--- src/rtl/csr_pkg.sv ---
// Shared CSR constants: architectural addresses, Zicsr funct3 encodings,
// privilege levels and the access-unit state encoding.
package csr_pkg;

  localparam logic [11:0] CSR_MSTATUS = 12'h300;
  localparam logic [11:0] CSR_MTVEC   = 12'h305;
  localparam logic [11:0] CSR_MEPC    = 12'h341;
  localparam logic [11:0] CSR_MCAUSE  = 12'h342;

  localparam logic [2:0] FUNCT3_CSRRW  = 3'b001;
  localparam logic [2:0] FUNCT3_CSRRS  = 3'b010;
  localparam logic [2:0] FUNCT3_CSRRC  = 3'b011;
  localparam logic [2:0] FUNCT3_CSRRWI = 3'b101;
  localparam logic [2:0] FUNCT3_CSRRSI = 3'b110;
  localparam logic [2:0] FUNCT3_CSRRCI = 3'b111;

  // Operation selector is funct3[1:0]; 2'b00 is not a CSR access.
  localparam logic [1:0] CSR_OP_NONE = 2'b00;
  localparam logic [1:0] CSR_OP_RW   = 2'b01;
  localparam logic [1:0] CSR_OP_RS   = 2'b10;
  localparam logic [1:0] CSR_OP_RC   = 2'b11;

  localparam logic [1:0] PRIV_U = 2'd0;
  localparam logic [1:0] PRIV_S = 2'd1;
  localparam logic [1:0] PRIV_M = 2'd3;

  localparam logic [2:0] ST_IDLE    = 3'd0;
  localparam logic [2:0] ST_RD      = 3'd1;
  localparam logic [2:0] ST_WR      = 3'd2;
  localparam logic [2:0] ST_RSP     = 3'd3;
  localparam logic [2:0] ST_T_EPC   = 3'd4;
  localparam logic [2:0] ST_T_CAUSE = 3'd5;
  localparam logic [2:0] ST_T_VEC   = 3'd6;
  localparam logic [2:0] ST_T_DONE  = 3'd7;

endpackage

--- src/rtl/csr_access_unit_if.sv ---
// Read/write port bundle between the CSR access unit (master) and the CSR file (slave).
interface csr_access_unit_if #(
  parameter int unsigned XLEN = 64
);
  logic [11:0]     CSR_SR;
  logic [XLEN-1:0] CSR_RDATA;
  logic [11:0]     CSR_DR;
  logic [XLEN-1:0] CSR_DATA;
  logic            CSR_LD_REG;

  modport master (
    output CSR_SR,
    input  CSR_RDATA,
    output CSR_DR,
    output CSR_DATA,
    output CSR_LD_REG
  );

  modport slave (
    input  CSR_SR,
    output CSR_RDATA,
    input  CSR_DR,
    input  CSR_DATA,
    input  CSR_LD_REG
  );
endinterface

--- src/rtl/csr_access_unit_alu.sv ---
// Combinational CSR data merge (RW/RS/RC) and access legality check.
module csr_alu
  import csr_pkg::*;
#(
  parameter int unsigned XLEN = 64
) (
  input  logic [1:0]      op,
  input  logic [3:0]      addr_hi,
  input  logic [1:0]      privilege,
  input  logic            rs1_nz,
  input  logic [XLEN-1:0] operand,
  input  logic [XLEN-1:0] old_data,
  output logic [XLEN-1:0] wdata,
  output logic            write_req,
  output logic            illegal
);

  // Legality: addr_hi[3:2]==11 marks read-only space, addr_hi[1:0] is the minimum privilege.
  always_comb begin
    write_req = (op == CSR_OP_RW) | rs1_nz;
    illegal   = (op == CSR_OP_NONE)
              | (addr_hi[1:0] > privilege)
              | ((addr_hi[3:2] == 2'b11) & write_req);
  end

  // Write-data merge against the value read in the previous cycle.
  always_comb begin
    wdata = old_data;
    unique case (op)
      CSR_OP_RW: wdata = operand;
      CSR_OP_RS: wdata = old_data | operand;
      CSR_OP_RC: wdata = old_data & ~operand;
      default:   wdata = old_data;
    endcase
  end

endmodule

--- src/rtl/csr_access_unit.sv ---
// CSR access unit: sequences Zicsr read-modify-write accesses and trap entry
// (mepc/mcause writes, mtvec read, redirect target) over the CSR file ports.
module csr_access_unit
  import csr_pkg::*;
#(
  parameter int unsigned XLEN        = 64,
  parameter logic [11:0] MEPC_ADDR   = CSR_MEPC,
  parameter logic [11:0] MCAUSE_ADDR = CSR_MCAUSE,
  parameter logic [11:0] MTVEC_ADDR  = CSR_MTVEC
) (
  input  logic            CLK,
  input  logic            RST_N,
  input  logic            REQ_VALID,
  output logic            REQ_READY,
  input  logic [2:0]      FUNCT3,
  input  logic [11:0]     CSR_ADDR,
  input  logic [XLEN-1:0] RS1_DATA,
  input  logic [4:0]      ZIMM,
  input  logic            RS1_NZ,
  input  logic [1:0]      PRIVILEGE,
  output logic            RSP_VALID,
  input  logic            RSP_READY,
  output logic [XLEN-1:0] RSP_DATA,
  output logic            RSP_ILLEGAL,
  input  logic            TRAP_REQ,
  input  logic [XLEN-1:0] TRAP_CAUSE,
  input  logic [XLEN-1:0] TRAP_PC,
  output logic            TRAP_DONE,
  output logic [XLEN-1:0] TRAP_TARGET,
  csr_access_unit_if.master csr
);

  localparam logic [XLEN-1:0] ALIGN_MASK = {{(XLEN-2){1'b1}}, 2'b00};

  logic [2:0]      state_q;
  logic [1:0]      op_q;
  logic [11:0]     addr_q;
  logic [XLEN-1:0] operand_q;
  logic            nz_q;
  logic [1:0]      priv_q;
  logic [XLEN-1:0] old_q;
  logic            ill_q;
  logic [XLEN-1:0] cause_q;
  logic [XLEN-1:0] pc_q;
  logic [XLEN-1:0] target_q;

  logic [XLEN-1:0] alu_wdata;
  logic            alu_write_req;
  logic            alu_illegal;
  logic [XLEN-1:0] req_operand;
  logic [XLEN-1:0] vec_target;

  csr_alu #(.XLEN(XLEN)) u_alu (
    .op        (op_q),
    .addr_hi   (addr_q[11:8]),
    .privilege (priv_q),
    .rs1_nz    (nz_q),
    .operand   (operand_q),
    .old_data  (old_q),
    .wdata     (alu_wdata),
    .write_req (alu_write_req),
    .illegal   (alu_illegal)
  );

  // Immediate forms take zero-extended zimm, register forms take rs1.
  always_comb begin
    req_operand = FUNCT3[2] ? {{(XLEN-5){1'b0}}, ZIMM} : RS1_DATA;
  end

  // Trap vector: vectored mode only for interrupts; mode 1x behaves as direct.
  always_comb begin
    vec_target = csr.CSR_RDATA & ALIGN_MASK;
    if ((csr.CSR_RDATA[1:0] == 2'b01) && cause_q[XLEN-1])
      vec_target = (csr.CSR_RDATA & ALIGN_MASK)
                 + {{(XLEN-8){1'b0}}, cause_q[5:0], 2'b00};
  end

  // Sequencer state and per-transaction capture registers.
  always_ff @(posedge CLK or negedge RST_N) begin
    if (!RST_N) begin
      state_q   <= ST_IDLE;
      op_q      <= '0;
      addr_q    <= '0;
      operand_q <= '0;
      nz_q      <= 1'b0;
      priv_q    <= '0;
      old_q     <= '0;
      ill_q     <= 1'b0;
      cause_q   <= '0;
      pc_q      <= '0;
      target_q  <= '0;
    end else begin
      case (state_q)
        ST_IDLE: begin
          if (TRAP_REQ) begin
            cause_q <= TRAP_CAUSE;
            pc_q    <= TRAP_PC;
            state_q <= ST_T_EPC;
          end else if (REQ_VALID) begin
            op_q      <= FUNCT3[1:0];
            addr_q    <= CSR_ADDR;
            operand_q <= req_operand;
            nz_q      <= RS1_NZ;
            priv_q    <= PRIVILEGE;
            state_q   <= ST_RD;
          end
        end
        ST_RD: begin
          old_q   <= csr.CSR_RDATA;
          ill_q   <= alu_illegal;
          state_q <= (alu_illegal || !alu_write_req) ? ST_RSP : ST_WR;
        end
        ST_WR:      state_q <= ST_RSP;
        ST_RSP:     if (RSP_READY) state_q <= ST_IDLE;
        ST_T_EPC:   state_q <= ST_T_CAUSE;
        ST_T_CAUSE: state_q <= ST_T_VEC;
        ST_T_VEC: begin
          target_q <= vec_target;
          state_q  <= ST_T_DONE;
        end
        ST_T_DONE:  state_q <= ST_IDLE;
        default:    state_q <= ST_IDLE;
      endcase
    end
  end

  // Handshake and trap outputs decoded from state; RST_N gates ready during reset.
  always_comb begin
    REQ_READY   = RST_N && (state_q == ST_IDLE) && !TRAP_REQ;
    RSP_VALID   = (state_q == ST_RSP);
    RSP_DATA    = old_q;
    RSP_ILLEGAL = (state_q == ST_RSP) && ill_q;
    TRAP_DONE   = (state_q == ST_T_DONE);
    TRAP_TARGET = target_q;
  end

  // CSR file port drive; the write strobe exists only in WR, T_EPC and T_CAUSE.
  always_comb begin
    csr.CSR_SR     = '0;
    csr.CSR_DR     = '0;
    csr.CSR_DATA   = '0;
    csr.CSR_LD_REG = 1'b0;
    case (state_q)
      ST_RD:    csr.CSR_SR = addr_q;
      ST_T_VEC: csr.CSR_SR = MTVEC_ADDR;
      ST_WR: begin
        csr.CSR_DR     = addr_q;
        csr.CSR_DATA   = alu_wdata;
        csr.CSR_LD_REG = 1'b1;
      end
      ST_T_EPC: begin
        csr.CSR_DR     = MEPC_ADDR;
        csr.CSR_DATA   = pc_q & ALIGN_MASK;
        csr.CSR_LD_REG = 1'b1;
      end
      ST_T_CAUSE: begin
        csr.CSR_DR     = MCAUSE_ADDR;
        csr.CSR_DATA   = cause_q;
        csr.CSR_LD_REG = 1'b1;
      end
      default: ;
    endcase
  end

endmodule

--- src/flat_wrapper.sv ---
// flat-port wrapper written by rule: the top's interface ports become plain ports
module csr_access_unit_flat import csr_pkg::*;
#(
  parameter int unsigned XLEN        = 64,
  parameter logic [11:0] MEPC_ADDR   = CSR_MEPC,
  parameter logic [11:0] MCAUSE_ADDR = CSR_MCAUSE,
  parameter logic [11:0] MTVEC_ADDR  = CSR_MTVEC
)
  (CLK, RST_N, REQ_VALID, REQ_READY, FUNCT3, CSR_ADDR, RS1_DATA, ZIMM, RS1_NZ, PRIVILEGE, RSP_VALID, RSP_READY, RSP_DATA, RSP_ILLEGAL, TRAP_REQ, TRAP_CAUSE, TRAP_PC, TRAP_DONE, TRAP_TARGET, csr_CSR_SR, csr_CSR_RDATA, csr_CSR_DR, csr_CSR_DATA, csr_CSR_LD_REG);
  csr_access_unit_if #(.XLEN(XLEN)) csr_i ();
  input  logic CLK;
  input  logic RST_N;
  input  logic REQ_VALID;
  output logic REQ_READY;
  input  logic [2:0] FUNCT3;
  input  logic [11:0] CSR_ADDR;
  input  logic [XLEN-1:0] RS1_DATA;
  input  logic [4:0] ZIMM;
  input  logic RS1_NZ;
  input  logic [1:0] PRIVILEGE;
  output logic RSP_VALID;
  input  logic RSP_READY;
  output logic [XLEN-1:0] RSP_DATA;
  output logic RSP_ILLEGAL;
  input  logic TRAP_REQ;
  input  logic [XLEN-1:0] TRAP_CAUSE;
  input  logic [XLEN-1:0] TRAP_PC;
  output logic TRAP_DONE;
  output logic [XLEN-1:0] TRAP_TARGET;
  output wire logic [$bits(csr_i.CSR_SR)-1:0] csr_CSR_SR;
  input wire logic [$bits(csr_i.CSR_RDATA)-1:0] csr_CSR_RDATA;
  output wire logic [$bits(csr_i.CSR_DR)-1:0] csr_CSR_DR;
  output wire logic [$bits(csr_i.CSR_DATA)-1:0] csr_CSR_DATA;
  output wire logic [$bits(csr_i.CSR_LD_REG)-1:0] csr_CSR_LD_REG;
  assign csr_CSR_SR = csr_i.CSR_SR;
  assign csr_i.CSR_RDATA = csr_CSR_RDATA;
  assign csr_CSR_DR = csr_i.CSR_DR;
  assign csr_CSR_DATA = csr_i.CSR_DATA;
  assign csr_CSR_LD_REG = csr_i.CSR_LD_REG;
  csr_access_unit #(.XLEN(XLEN), .MEPC_ADDR(MEPC_ADDR), .MCAUSE_ADDR(MCAUSE_ADDR), .MTVEC_ADDR(MTVEC_ADDR)) u_core (.CLK(CLK), .RST_N(RST_N), .REQ_VALID(REQ_VALID), .REQ_READY(REQ_READY), .FUNCT3(FUNCT3), .CSR_ADDR(CSR_ADDR), .RS1_DATA(RS1_DATA), .ZIMM(ZIMM), .RS1_NZ(RS1_NZ), .PRIVILEGE(PRIVILEGE), .RSP_VALID(RSP_VALID), .RSP_READY(RSP_READY), .RSP_DATA(RSP_DATA), .RSP_ILLEGAL(RSP_ILLEGAL), .TRAP_REQ(TRAP_REQ), .TRAP_CAUSE(TRAP_CAUSE), .TRAP_PC(TRAP_PC), .TRAP_DONE(TRAP_DONE), .TRAP_TARGET(TRAP_TARGET), .csr(csr_i));
endmodule
--- config.mk ---
export PLATFORM = sky130hd
export DESIGN_NAME = csr_access_unit_flat
export DESIGN_NICKNAME = d
export VERILOG_FILES = /design/src/rtl/csr_pkg.sv /design/src/rtl/csr_access_unit_if.sv /design/src/rtl/csr_access_unit_alu.sv /design/src/rtl/csr_access_unit.sv /design/src/flat_wrapper.sv
export SDC_FILE = /design/constraint.sdc
export NUM_CORES = 1
export LEC_CHECK = 0
export BUFFER_PORTS_ARGS = -buffer_cell sky130_fd_sc_hd__buf_4
export CORE_MARGIN = 1
export CORE_UTILIZATION = 25
export DETAILED_ROUTE_END_ITERATION = 6
export PLACE_DENSITY = 0.48
export SYNTH_ARGS = -nofsm -noshare
export SYNTH_HDL_FRONTEND = slang
export SYNTH_SLANG_ARGS = --single-unit
export TNS_END_PERCENT = 30
--- constraint.sdc ---
create_clock -name CLK -period 6.56 [get_ports CLK]
set_input_delay 0.656 -clock CLK [delete_from_list [all_inputs] [get_ports CLK]]
set_output_delay 0.656 -clock CLK [all_outputs]
set_load 0.005 [all_outputs]
==> flow_summary.toml, run 1 <==
[outcome]
status = "finished clean"

[floorplanning]
die_x_um = 265
die_y_um = 265
rows = 96
num_io_pins = 505
coreArea_um2 = 68600
start_util = 0.253
dieArea_um2 = 70400

[setup_path]
crit_buf_inv = 2
rrSetupSlack_ps = 3170
crit_top_cell = "a21oi_1"
slowest_stage = "dfrtp_4"
cp-start-kind = "flip-flop"
critical_path.max_stage_delay_ps = 850
path_max_fanout = 37
r2r-start = "u_core.cause_q[63]"
worstPathCellList = "or2_2 -> buf_4 -> a21oi_1 -> a211oi_1 -> a21oi_1 -> a21oi_1 -> buf_4"
critPathCaptureType = "output port"
cp.required_ps = 5900
r2r_end = "u_core.TRAP_TARGET[46]"
path_class = "flip-flop to output port"
worstRegToRegCells = 6
cp_top_family = "compound AO/OA/AOI/OAI gates"
worstPathArrival_ps = 3650

[global_routing]
grt_pass1_wl_um = 103000
grt_max_degree = 126
gr-usage-all-layers = 0.198
overflow = 0
grt_pass1_vias = 15100
antenna_found_initial = 10

[clock_network]
root_buffer = "clkbuf_16"
cts_max_level = 2
clockBufferDepth = 3
worstSkewPairLatency_ps = 560
cts_made_buffers = 45
cts.sinks = 337
cts.repair.resized = 0
cts_tree = "yes"
path_clk_slew_ps = 50
hold_buffers = 0
cts_setup_buffers = 0

[logic_synthesis]
postSynthCellCount = 1728
syn_area_um2 = 17300
yosys_warnings = 0
avgSynthCellArea_um2 = 10.0
synth_cell_types = 53
yosysSeqAreaShare = 0.486
synth_edf_count = 0
synth_ff_type = "dfrtp_1"
async_flop_share = 1.00
synth-seq-cells = 337

[run]
cap_violations = 0

[power_and_ir_drop]
power_frac_comb = 0.423
powerDensity_nw_per_um2 = 485
p_leak_nw = 10.0
internal-power_w = 0.00698
p_switching_w = 0.00438
fin_total_pwr_w = 0.0114
p_sw_frac = 0.386
p_clk_frac = 0.220
ir_drop_mv = 0.210
seqPwrFrac = 0.356

[timing]
fin_crit_ps = 4310
finalSetupViolations = 0
finalSetupTns_ps = 0
clock.fmax_mhz = 232
rsz0062_at_grt = "no"
drv_slew = 0
final_hold_viol_count = 0
maxSlewHeadroom = 0.306
skew_ps = 11.8
tightest_slew_ps = 1040
period_share = 0.657

[placed_design]
gp_congestion = 0.834
dp_hpwl_um = 52800
portBuffers = 500

[finish]
fill_cells = 7084
synthToLayoutAreaGrowth_pct = 35.2
multi_input_comb_area_um2 = 8370
seqCellArea_um2 = 8440
drive_above_1_share = 0.374
fin_nets = 2449

[drt]
via_per_inst = 4.80
wl_per_cell_um = 22.7
first_iter_violations = 1000
wirelength_um = 70900
drc_errors = 0
postRouteAntennaNets = 0
vias = 15000
first_pass_iters = 5

[hold_path]
hold_path.class = "input pin to async pin"
[cells in the mapped netlist (2+ instances only)]
master / count / area (µm²)
buf_1: 7 / 26.3
nand2b_1: 60 / 375
nor3_1: 12 / 60.1
nand3_1: 24 / 120
o21ai_0: 121 / 606
ha_1: 8 / 100
and3_1: 10 / 62.6
a21o_1: 3 / 22.5
or3_1: 19 / 119
a21oi_1: 266 / 1330
and4_1: 4 / 35.0
nor2_1: 43 / 161
xor2_1: 8 / 70.1
mux2_2: 209 / 2350
or4_1: 11 / 82.6
or4_4: 2 / 22.5
inv_1: 6 / 22.5
buf_2: 2 / 10.0
o31ai_1: 6 / 45.0
mux2i_1: 9 / 90.1
buf_4: 2 / 15.0
nor3b_1: 3 / 22.5
and2_1: 20 / 125
or2_2: 4 / 25.0
and2_0: 2 / 12.5
o21a_1: 2 / 15.0
o211ai_1: 2 / 15.0
clkbuf_1: 130 / 488
and4b_1: 2 / 20.0
nand2_1: 151 / 567
a31o_2: 2 / 17.5
xnor2_1: 90 / 788
and3b_1: 3 / 26.3
a31oi_1: 23 / 144
nand4_1: 24 / 150
nor4b_1: 2 / 17.5
nor2b_1: 4 / 25.0
a211oi_1: 65 / 488
nor4_1: 14 / 87.6
dfrtp_1: 337 / 8430
a2111oi_0: 2 / 17.5
nand3b_1: 3 / 22.5
[area by class of cell]
class	count	share of cell area
Multi-Input combinational cell	1244	0.357
Clock buffer	61	0.0545
Timing Repair Buffer	521	0.168
Clock inverter	17	0.00865
Inverter	7	0.00123
Sequential cell	337	0.360
Antenna cell	4	0.000427
Tap cell	931	0.0497
[logic make-up (layout without fill, tap and decap cells)]
kind of cell	Yosys count	count (layout)	synth area share
compound gates	496	496	0.157
xor+xnor	98	98	0.0495
fa+ha+maj	9	9	0.00693
buf+inv	148	606	0.0326
flops	337	337	0.486
mux	219	219	0.142
other cells	1	6	0.000216
simple gates	420	420	0.125
[cells in the final DEF (no fill, tap or decap), types with 4 or more instances in the layout]
| cell | count |
|---|---|
| a211oi_1 | 65 |
| a21oi_1 | 266 |
| a31oi_1 | 23 |
| and2_1 | 19 |
| and3_1 | 10 |
| and4_1 | 4 |
| buf_4 | 518 |
| bufinv_16 | 4 |
| clkbuf_1 | 7 |
| clkbuf_16 | 45 |
| clkbuf_8 | 9 |
| clkinv_2 | 7 |
| clkinvlp_4 | 4 |
| dfrtp_1 | 335 |
| diode_2 | 4 |
| ha_1 | 8 |
| inv_1 | 6 |
| mux2_2 | 209 |
| mux2i_1 | 9 |
| nand2_1 | 150 |
| nand2b_1 | 59 |
| nand3_1 | 24 |
| nand4_1 | 24 |
| nor2_1 | 43 |
| nor3_1 | 11 |
| nor4_1 | 14 |
| o21ai_0 | 121 |
| o31ai_1 | 6 |
| or2_2 | 4 |
| or3_1 | 19 |
| or4_1 | 11 |
| xnor2_1 | 90 |
| xor2_1 | 8 |
[how the worst max path moves through the flow]
stage	start	endpoint	slack, ps	depth (start not counted)
final	u_core.op_q[1]	csr_CSR_DATA[46]	2250	7
after global routing	u_core.op_q[1]	csr_CSR_DATA[46]	2050	7
after CTS	u_core.op_q[1]	csr_CSR_DATA[46]	2110	7
after detailed placement	u_core.op_q[1]	csr_CSR_DATA[46]	2730	7
after global placement	u_core.op_q[1]	csr_CSR_DATA[46]	2740	7
after floorplan	csr_CSR_RDATA[7]	u_core.TRAP_TARGET[57]	3600	7
[state kept, by name, indices dropped and copies added, names as in the netlist]
signal              count
u_core.TRAP_TARGET     62
u_core.RSP_DATA        64
u_core.addr_q          12
u_core.nz_q             1
u_core.priv_q           2
u_core.operand_q       64
u_core.state_q          3
u_core.op_q             2
u_core.pc_q            62
u_core.cause_q         64
u_core.ill_q            1
[metal layers]
layer | GRT usage | part of all wire | vias to the layer above | wire length (µm)
li1 | - | - | 7039 | -
met1 | 0.235 | 0.39 | 7402 | 27900
met2 | 0.352 | 0.51 | 447 | 36300
met3 | 0.0507 | 0.070 | 90 | 4990
met4 | 0.0516 | 0.024 | 14 | 1670
met5 | 0 | 0.0013 | - | 89
[worst register-to-register path, delay by kind of cell (launching register included)]
family | cells | cell delay [ps]
and+or+nand+nor | 4 | 2460
DFF | 1 | 450
buffers and inverters | 1 | 240
AOI/OAI and AO/OA | 1 | 170
[power groups by stage]
stage	Sequential [W]	Combinational [W]	Clock (W)
4_1_cts	0.00409	0.00492	0.00259
5_1_grt	0.00419	0.00529	0.00268
2_1_floorplan	0.00362	0.00272	0
3_5_place_dp	0.00412	0.00490	0
3_3_place_gp	0.00409	0.00484	0
6_report	0.00405	0.00481	0.00250
[metrics by stage]
step,util,setup slack (ps),cells,area (µm²),hold slack (ps)
4_1_cts,0.342,2110,3118,23400,59.9
3_5_place_dp,0.320,2730,3040,21900,472
6_report,0.342,2250,3122,23400,75.6
3_3_place_gp,0.320,2740,3040,21900,475
5_1_grt,0.342,2050,3119,23400,90.9
2_1_floorplan,-,3600,1729,17300,360
Power figures use the tool's default switching activity.
==> run 2, diff against run 1 <==
==> constraint.sdc (replaced) <==
create_clock -name CLK -period 4.3 [get_ports CLK]
set_input_delay 0.43 -clock CLK [delete_from_list [all_inputs] [get_ports CLK]]
set_output_delay 0.43 -clock CLK [all_outputs]
set_load 0.005 [all_outputs]
==> flow_summary.toml, run 2 (synthesis gave the netlist of run 1 again) <==
[setup_path]
cp_top_family = "compound AO/OA/AOI/OAI gates"
worstPathCellList = "nand2b_4 -> a211oi_1 -> buf_4 -> a21oi_1 -> a21oi_1 -> buf_4"
cp.required_ps = 3870
critical_path.max_stage_delay_ps = 660
worstPathArrival_ps = 3090
worstRegToRegCells = 6
critPathCaptureType = "output port"
cp-start-kind = "flip-flop"
path_class = "flip-flop to output port"
path_max_fanout = 67
slowest_stage = "a211oi_1"
rrSetupSlack_ps = 910
crit_cells = 6
crit_buf_inv = 2

[drt]
first_iter_violations = 1012
vias = 15100
via_per_inst = 4.83
wirelength_um = 71400
first_pass_iters = 5
drc_errors = 0
wl_per_cell_um = 22.8
postRouteAntennaNets = 0

[hold_path]
holdPathStages = 2
hold_path.class = "input pin to flip-flop"

[run]
cap_violations = 0

[finish]
final_common_cell = "buf_4"
drive_above_1_share = 0.374
multi_input_comb_area_um2 = 8370
synthToLayoutAreaGrowth_pct = 35.8
fill_cells = 7091
seqCellArea_um2 = 8440
fin_nets = 2452
final_cell_mix = "buf_4, dfrtp_1, a21oi_1, mux2_2, nand2_1"

[floorplanning]
start_util = 0.253
die_y_um = 265
num_io_pins = 505
die_x_um = 265
coreArea_um2 = 68600
rows = 96
dieArea_um2 = 70400

[timing]
maxSlewHeadroom = 0.346
tightest_slew_ps = 981
fin_crit_ps = 3520
finalSetupViolations = 0
final_hold_viol_count = 0
finalSetupTns_ps = 0
drv_slew = 0
whs_ps = 86.7
fin_ws_ps = 778
rsz0062_at_grt = "no"
clock.fmax_mhz = 284
period_share = 0.819
skew_ps = 21.8

[clock_network]
root_buffer = "clkbuf_16"
path_clk_slew_ps = 70
cts.sinks = 337
cts_made_buffers = 44
clockBufferDepth = 3
cts_max_level = 2
cts_tree = "yes"
worstSkewPairLatency_ps = 590

[global_routing]
grt_pass1_wl_um = 104000
overflow = 0
gr-usage-all-layers = 0.198
grt_pass1_vias = 15500
antenna_found_initial = 12
grt_max_degree = 136

[placed_design]
gp_congestion = 0.839
dp_hpwl_um = 52400
post-place-ws_ps = 862
portBuffers = 500

[power_and_ir_drop]
powerDensity_nw_per_um2 = 743
p_leak_nw = 10.1
ir_drop_mv = 0.331

[outcome]
status = "finished clean"
-- run 2: cell count changes in the layout (fill, tap and decap cells not counted) --
| cell | delta |
|---|---|
| inv_6 | +3 |
| clkbuf_1 | +3 |
| clkbuf_8 | -1 |
| buf_4 | -2 |
| clkinv_4 | -2 |
| clkinv_2 | +1 |
| bufinv_16 | +1 |
| dlygate4sd3_1 | +1 |
| clkinvlp_4 | -3 |
| buf_12 | +5 |
-- run 2: layout make-up --
type / instances / share of cell area
Clock buffer: 63 / 0.0541
Inverter: 7 / 0.00122
Clock inverter: 17 / 0.00951
Timing Repair Buffer: 525 / 0.172
Sequential cell: 337 / 0.358
Multi-Input combinational cell: 1244 / 0.355
Tap cell: 931 / 0.0495
Antenna cell: 4 / 0.000425
-- run 2: power breakdown --
| part | switching (W) | total, W | leakage, nW | internal [W] |
|---|---|---|---|---|
| Combinational | 0.00378 | 0.00750 | 5.25 | 0.00372 |
| Clock | 0.00151 | 0.00387 | 0.740 | 0.00236 |
| Sequential | 0.00145 | 0.00612 | 4.09 | 0.00467 |
| Total | 0.00674 | 0.0175 | 10.1 | 0.0107 |
-- run 2: worst reg2reg max path, cell delays in order (launching register included) --
cell and delay [ps]:
dfrtp_1 460, ha_1 360, o21ai_1 140, or4_1 780
or3_1 780, or4_1 630, a31oi_1 180
-- run 2: final timing paths --
| check | start | endpoint |
|---|---|---|
| worst max-delay path | u_core.state_q[1] | csr_CSR_DATA[39] |
| min in group asynchronous | RST_N | u_core.addr_q[10] |
| worst max register to register | u_core.cause_q[5] | u_core.TRAP_TARGET[46] |
| max in group asynchronous | RST_N | u_core.pc_q[49] |
| worst min register to register | u_core.TRAP_TARGET[28] | u_core.TRAP_TARGET[28] |
| worst min-delay path | TRAP_PC[55] | u_core.pc_q[55] |
-- run 2: layer usage --
layer	up-vias	track usage	part of all wire
met4	14	0.0726	0.035
met2	497	0.346	0.50
met3	128	0.0503	0.067
li1	7060	-	-
met5	-	0	0.0012
met1	7401	0.234	0.39
-- run 2: stage by stage --
stage	power [W]	cells	utilization	instance area, µm²
2_1_floorplan	0.00967	1729	-	17300
3_3_place_gp	0.0137	3043	0.321	22000
3_5_place_dp	0.0139	3043	0.321	22000
4_1_cts	0.0179	3124	0.343	23500
5_1_grt	0.0187	3126	0.343	23500
6_report	0.0175	3128	0.343	23600
-- run 2: timing repair --
action	4_1_cts	5_1_grt
buffers inserted	0	0
hold buffers	1	0
resized for setup	0	0
endpoints found under the hold margin	75	0
